--- config.mk ---
export PLATFORM = sky130hd
export DESIGN_NAME = fft_lane_packer
export DESIGN_NICKNAME = d
export VERILOG_FILES = /design/src/rtl/fft_lane_packer.sv
export SDC_FILE = /design/constraint.sdc
export NUM_CORES = 1
export LEC_CHECK = 0
export BUFFER_PORTS_ARGS = -buffer_cell sky130_fd_sc_hd__buf_4
export CAP_MARGIN = 10
export CORE_MARGIN = 3
export CORE_UTILIZATION = 47
export DETAILED_ROUTE_END_ITERATION = 10
export HOLD_SLACK_MARGIN = 0.1
export PLACE_DENSITY = 0.75
export SLEW_MARGIN = 40
export SYNTH_ARGS = -nofsm -noshare
export SYNTH_HDL_FRONTEND = slang
export SYNTH_SLANG_ARGS = --single-unit
--- constraint.sdc ---
create_clock -name clk -period 2.15 [get_ports clk]
set_input_delay 0.3225 -clock clk [delete_from_list [all_inputs] [get_ports clk]]
set_output_delay 0.3225 -clock clk [all_outputs]
set_load 0.02 [all_outputs]
--- src/rtl/fft_lane_packer.sv ---
// Serial-to-parallel I/Q packer: collects NUM samples per block into ping-pong
// banks and presents each completed bank as a parallel lane vector.
module fft_lane_packer #(
  parameter int IN_WIDTH = 15,
  parameter int NUM      = 16
) (
  input  logic                       clk,
  input  logic                       rstn,
  input  logic signed [IN_WIDTH-1:0] din_i,
  input  logic signed [IN_WIDTH-1:0] din_q,
  input  logic                       valid_in,
  input  logic                       sop_in,
  output logic                       in_ready,
  output logic signed [IN_WIDTH-1:0] dout_i [0:NUM-1],
  output logic signed [IN_WIDTH-1:0] dout_q [0:NUM-1],
  output logic                       valid_out,
  input  logic                       out_ready,
  output logic                       sop_err
);

  localparam int CW = $clog2(NUM);

  logic signed [IN_WIDTH-1:0] bank_i [0:1][0:NUM-1];
  logic signed [IN_WIDTH-1:0] bank_q [0:1][0:NUM-1];
  logic [1:0]    full, full_nxt;
  logic          wr_bank, rd_bank;
  logic [CW-1:0] fill_cnt, fill_nxt, lane;
  logic          accept, xfer, trunc, last;

  assign in_ready  = ~full[wr_bank];
  assign valid_out = full[rd_bank];

  always_comb begin
    for (int unsigned k = 0; k < NUM; k++) begin
      dout_i[k] = bank_i[rd_bank][k];
      dout_q[k] = bank_q[rd_bank][k];
    end
  end

  always_comb begin
    accept   = valid_in & in_ready;
    xfer     = valid_out & out_ready;
    trunc    = accept & sop_in & (fill_cnt != '0);
    last     = accept & ~trunc & (fill_cnt == CW'(NUM-1));
    lane     = trunc ? '0 : fill_cnt;
    fill_nxt = fill_cnt;
    if (trunc)
      fill_nxt = CW'(1);
    else if (accept)
      fill_nxt = fill_cnt + 1'b1;
    // A completing bank and a drained bank are never the same bank: completion
    // needs full[wr_bank]=0 while a transfer needs full[rd_bank]=1.
    full_nxt = full;
    if (last) full_nxt[wr_bank] = 1'b1;
    if (xfer) full_nxt[rd_bank] = 1'b0;
  end

  always_ff @(posedge clk or negedge rstn) begin
    if (!rstn) begin
      for (int unsigned b = 0; b < 2; b++) begin
        for (int unsigned k = 0; k < NUM; k++) begin
          bank_i[b][k] <= '0;
          bank_q[b][k] <= '0;
        end
      end
      full     <= '0;
      wr_bank  <= 1'b0;
      rd_bank  <= 1'b0;
      fill_cnt <= '0;
      sop_err  <= 1'b0;
    end else begin
      if (accept) begin
        bank_i[wr_bank][lane] <= din_i;
        bank_q[wr_bank][lane] <= din_q;
      end
      fill_cnt <= fill_nxt;
      full     <= full_nxt;
      sop_err  <= trunc;
      if (last) wr_bank <= ~wr_bank;
      if (xfer) rd_bank <= ~rd_bank;
    end
  end

endmodule

# Word level (Yosys, flattened, before mapping)
# Index checks and enable logic that the tools add are counted.
# totals
regBits	969
input_bits	35
output_inout_bits	483
wordCells	127
# classes
addsub	1
magnitude_cmp	9
eq_ne	1
muxes	25
bitwise_logic	16
reduce_logical	6
# ops
operator	n
240-bit 2-to-1 mux	7
480-bit bitwise mux	2
240-bit demux with 1-bit select	1
15-bit demux with 4-bit select	1
15-bit 2-to-1 mux	1
4-bit 2-to-1 mux	3
1-bit bitwise AND	6
1-bit 2-to-1 mux	6
5-bit greater-or-equal comparator (second input constant)	1
5-bit by 1-bit < comparator with 1-bit output (second input constant)	1
4-bit inverter with 5-bit output	1
4-bit by 1-bit adder with 4-bit output (second input constant)	1
4-bit == test (second input constant)	1
2-bit greater-or-equal comparator (second input constant)	2
1-bit logical AND	4
1-bit by 2-bit < comparator with 1-bit output (second input constant)	2
2-bit 2-to-1 mux	2
1-bit inverter	4
1-bit inverter with 2-bit output	2
4-bit nonzero test	1
2-bit bitwise AND	1
1-bit demux with 1-bit select	2
1-bit greater-or-equal comparator (second input constant)	2
2-bit by 1-bit < comparator with 1-bit output (second input constant)	1
other kinds (3)	3

# Longest topological paths before layout
# depth
ltp_word	15
depth_mapped	8
mapped_depth_nobuf	6

# Worst setup path after synthesis
# No wires, ideal clock.
# synth_timing
path_type	flip-flop to flip-flop
from	reg wr_bank
to	reg bank_i[285] in the netlist's numbering
setup_time_ns	0.125
arrival_time_ns	2.087
required_time_ns	2.025
path_slack_ns	-0.062
stages_incl_launch_ff	7
path_buffers	2
synth_period_minus_slack_ns	2.212
cell_sequence	dfrtp_1 buf_2 or4b_4 or2_1 or3_4 buf_6 mux2_4
# synth_between
elab_chain_cells	15
elab_cells_between_ends	20
classes_between	order compare: 4; mux: 8; bitwise: 6; reduce/logical: 2
# synth_lines
item	line_no	source
start, declared	26	logic wr_bank, rd_bank;
start signal, assigned	79	if (last) wr_bank <= ~wr_bank;
1-bit 2-to-1 mux (implied by the code) (2 in series)	30	assign in_ready = ~full[wr_bank];
1-bit inverter	30	
1-bit bitwise AND	41	accept = valid_in & in_ready;
1-bit bitwise AND (2 in series)	43	trunc = accept & sop_in & (fill_cnt != '0);
4-bit 2-to-1 mux	45	lane = trunc ? '0 : fill_cnt;
4-bit inverter with 5-bit output (implied by the code)	73	bank_i[wr_bank][lane] <= din_i;
5-bit greater-or-equal comparator (implied by the code) / 5-bit by 1-bit < comparator with 1-bit output (equally long branches)	73	
1-bit logical AND (implied by the code)	73	
15-bit 2-to-1 mux (implied by the code)	73	
15-bit demux with 4-bit select	73	
240-bit 2-to-1 mux (implied by the code)	73	
240-bit demux with 1-bit select	73	
480-bit bitwise mux	73	
end signal, assigned by index	73	
end, declared	23	logic signed [IN_WIDTH-1:0] bank_i [0:1][0:NUM-1];
# Parallel ways exist; a longest one is shown, timed or not. The select of a mux whose other input is x is not followed.
# A chain may end at the register's enable or synchronous reset.

==> metrics.txt <==
All-Layer GR Usage=24.51%; Mapped Cells=about 2700; die height=305.1 um; Pleak=27.03 nW; Finished Core Util=60.27%; syn avg cell area=15.31 um^2; CTS tree=built; Num CTS Buffers=100; largest net degree at the start of global routing=74; Syn. warnings=0; VDD IR-drop max=1.024 mV; Crit Path Max Fanout=16; share of layout cells above drive strength 1=69.21%; Pwr Density=1161 nW/um^2; clk slew on worst S/H paths=approximately 60 ps; drc violations=0; ANT nets after route=0; Die ar.=slightly above 90000 um^2; clock skew=17.17 ps; max-slew violation count=0; DP Worst Slack=-139.0 ps; Total Wirelength=118200 um; Crit path required time=between 1500 and 2000 ps; worst skew pair latency=660 ps; Initial Utilization=a little under half; ANT cells=0; Fmax=0.3969 GHz; Hold WC Path Type=input port to asynchronous set/reset pin; Slew @ Worst Pin=810.4 ps; Setup CP Type=register to output pin; DR pass1 iterations=5; Routed WL per cell=around 26 um; Netlist Area Pre-Place=42030 um^2; Synthesized Nets=2782; Worst Path Arrival=2200 ps; register area share after synthesis=between 50% and 60%; clock tree buffer depth=3; final worst path period share=117.2%; Top FF cell, synth=dfrtp_1; first-pass GRT wire length=173400 um; run status=complete, but fails checks; net count reported at finish=roughly 3300; CP Capture Type=output pin; vias in the first global route=27570; first-iteration detailed-routing DRC count=about 1300; Final Critical Period=roughly 2500 ps; initial antenna violation count=0; ys async rst share=between 90% and 100%; global route total overflow=0; Final Worst Setup Slack=-369.6 ps; violated checks=setup timing; Seq cells post-synth=969; port bufs=517; vias per cell=roughly 5.6; Die Span X=around 310 um; CTS Sinks=969; type of origin of the critical path=register; EDFF count, synth=0; Site Rows=109; Fillers=6548; Vias=25260; Cell variety after synth=35; H-tree depth=3; synth-to-layout area growth=26.92%; hpwl dp=76920 um; io pins=~520; Final Hold Viols=0; slew margin rel.=a little under half; max-cap violations=0; Clk Tree Root Cell=clkbuf_16; core region area=a little under 90000 um^2; RSZ-0062 raised after global routing=true; Final Wtd Congestion=0.8240; Setup Viol. Count Final=between 700 and 800
==> what timing repair did <==
action | 4_1_cts | 5_1_grt
gates cloned | 3 | 20
hold buffers | 4 | 0
setup endpoints to repair | 735 | 797
endpoints found under the hold margin | 351 | 0
buffers inserted | 6 | 7
gates resized for setup | 45 | 127
==> cell type report <==
type / count / area [um^2] / area share (%)
Multi-Input combinational cell: 1527 / 17160 / 32.16
Timing Repair Buffer: 692 / 6944 / 13.02
Clock inverter: 47 / 613.1 / 1.149
Clock buffer: 140 / 2914 / 5.462
Tap cell: 1165 / 1458 / 2.732
Sequential cell: 969 / 24250 / 45.46
Inverter: 3 / 11.26 / 0.02111
==> state kept, by name, indices dropped and copies added (netlist names) <==
register	flops
sop_err	1
wr_bank	1
full	2
bank_i	480
bank_q	480
rd_bank	1
fill_cnt	4
==> routing by layer <==
| metal | routed length, um | GRT usage [%] |
|---|---|---|
| met5 | 0 | 0 |
| met4 | 3262 | 8.236 |
| met3 | 6314 | 5.038 |
| met2 | 58160 | 41.00 |
| met1 | 50510 | 31.93 |
==> final timing paths <==
kind,depth (start not counted),startpoint,to,slack [ps]
worst min-delay path,2,rstn,bank_i[348],180
min in group clk,2,din_q[4],bank_q[274],230
worst max-delay path,5,rd_bank,dout_q[140],-370
worst max register to register,7,fill_cnt[1],bank_i[236],-190
max in group asynchronous,4,rstn,bank_q[324],950
worst min register to register,1,bank_i[158],bank_i[158],500
==> where the power goes <==
part           switching, mW  internal (mW)
Sequential              1.19           20.6
Combinational           11.0           10.8
Clock                   7.34           11.0
==> cells in the mapped netlist (3+ instances only) <==
cell type	instances	area, um^2
a21oi_1	5	25.02
nand2_1	31	116.4
buf_6	3	33.78
buf_1	9	33.78
mux2_4	30	450.4
dfrtp_1	969	24250
buf_2	23	115.1
inv_1	3	11.26
nor4_1	3	18.77
mux2_2	1410	15880
clkbuf_1	211	792.0
nor2_1	18	67.56
==> metrics by stage <==
step | instance area (um^2) | total power, mW | std cells | hold slack (ps) | TNS (ps)
after floorplan | 42050 | 33.14 | 2745 | 26.91 | -1376
after global placement | 48480 | 41.30 | 4318 | 292.4 | -8479
after detailed placement | 48480 | 41.81 | 4318 | 290.0 | -14260
after CTS | 52370 | 60.81 | 4518 | 173.2 | -198750
after global routing | 53350 | 64.24 | 4543 | 198.0 | -207820
final | 53350 | 61.92 | 4543 | 183.6 | -162600
==> worst max-delay path: stages (launching register included) <==
cell and delay (ps):
dfrtp_4 460, buf_6 150, buf_12 160, clkbuf_16 210, mux2_2 370, buf_4 170
==> layout by cell type (no fill, tap or decap), types with 8 or more instances in the layout <==
cell type and n:
nand2_1 9, bufinv_16 13, clkinv_2 18, nand2_2 22
clkbuf_8 24, buf_16 10, buf_12 67, dfrtp_1 968
nor2_1 10, clkbuf_1 15, buf_4 500, nor2_4 8
mux2_4 94, mux2_2 1346, buf_6 86, clkinvlp_4 8
clkbuf_16 120
==> kinds of logic (layout without fill, tap and decap cells) <==
logic type / count (synthesis) / after routing / share of synthesized area [%]
xor+xnor: 1 / 1 / 0.02084
mux: 1442 / 1442 / 38.90
flops: 969 / 969 / 57.69
compound gates: 12 / 12 / 0.1846
buf+inv: 249 / 882 / 2.346
fa+ha+maj: 2 / 2 / 0.05952
simple gates: 70 / 70 / 0.8037
Note: power is estimated with default switching activity, not from simulation.
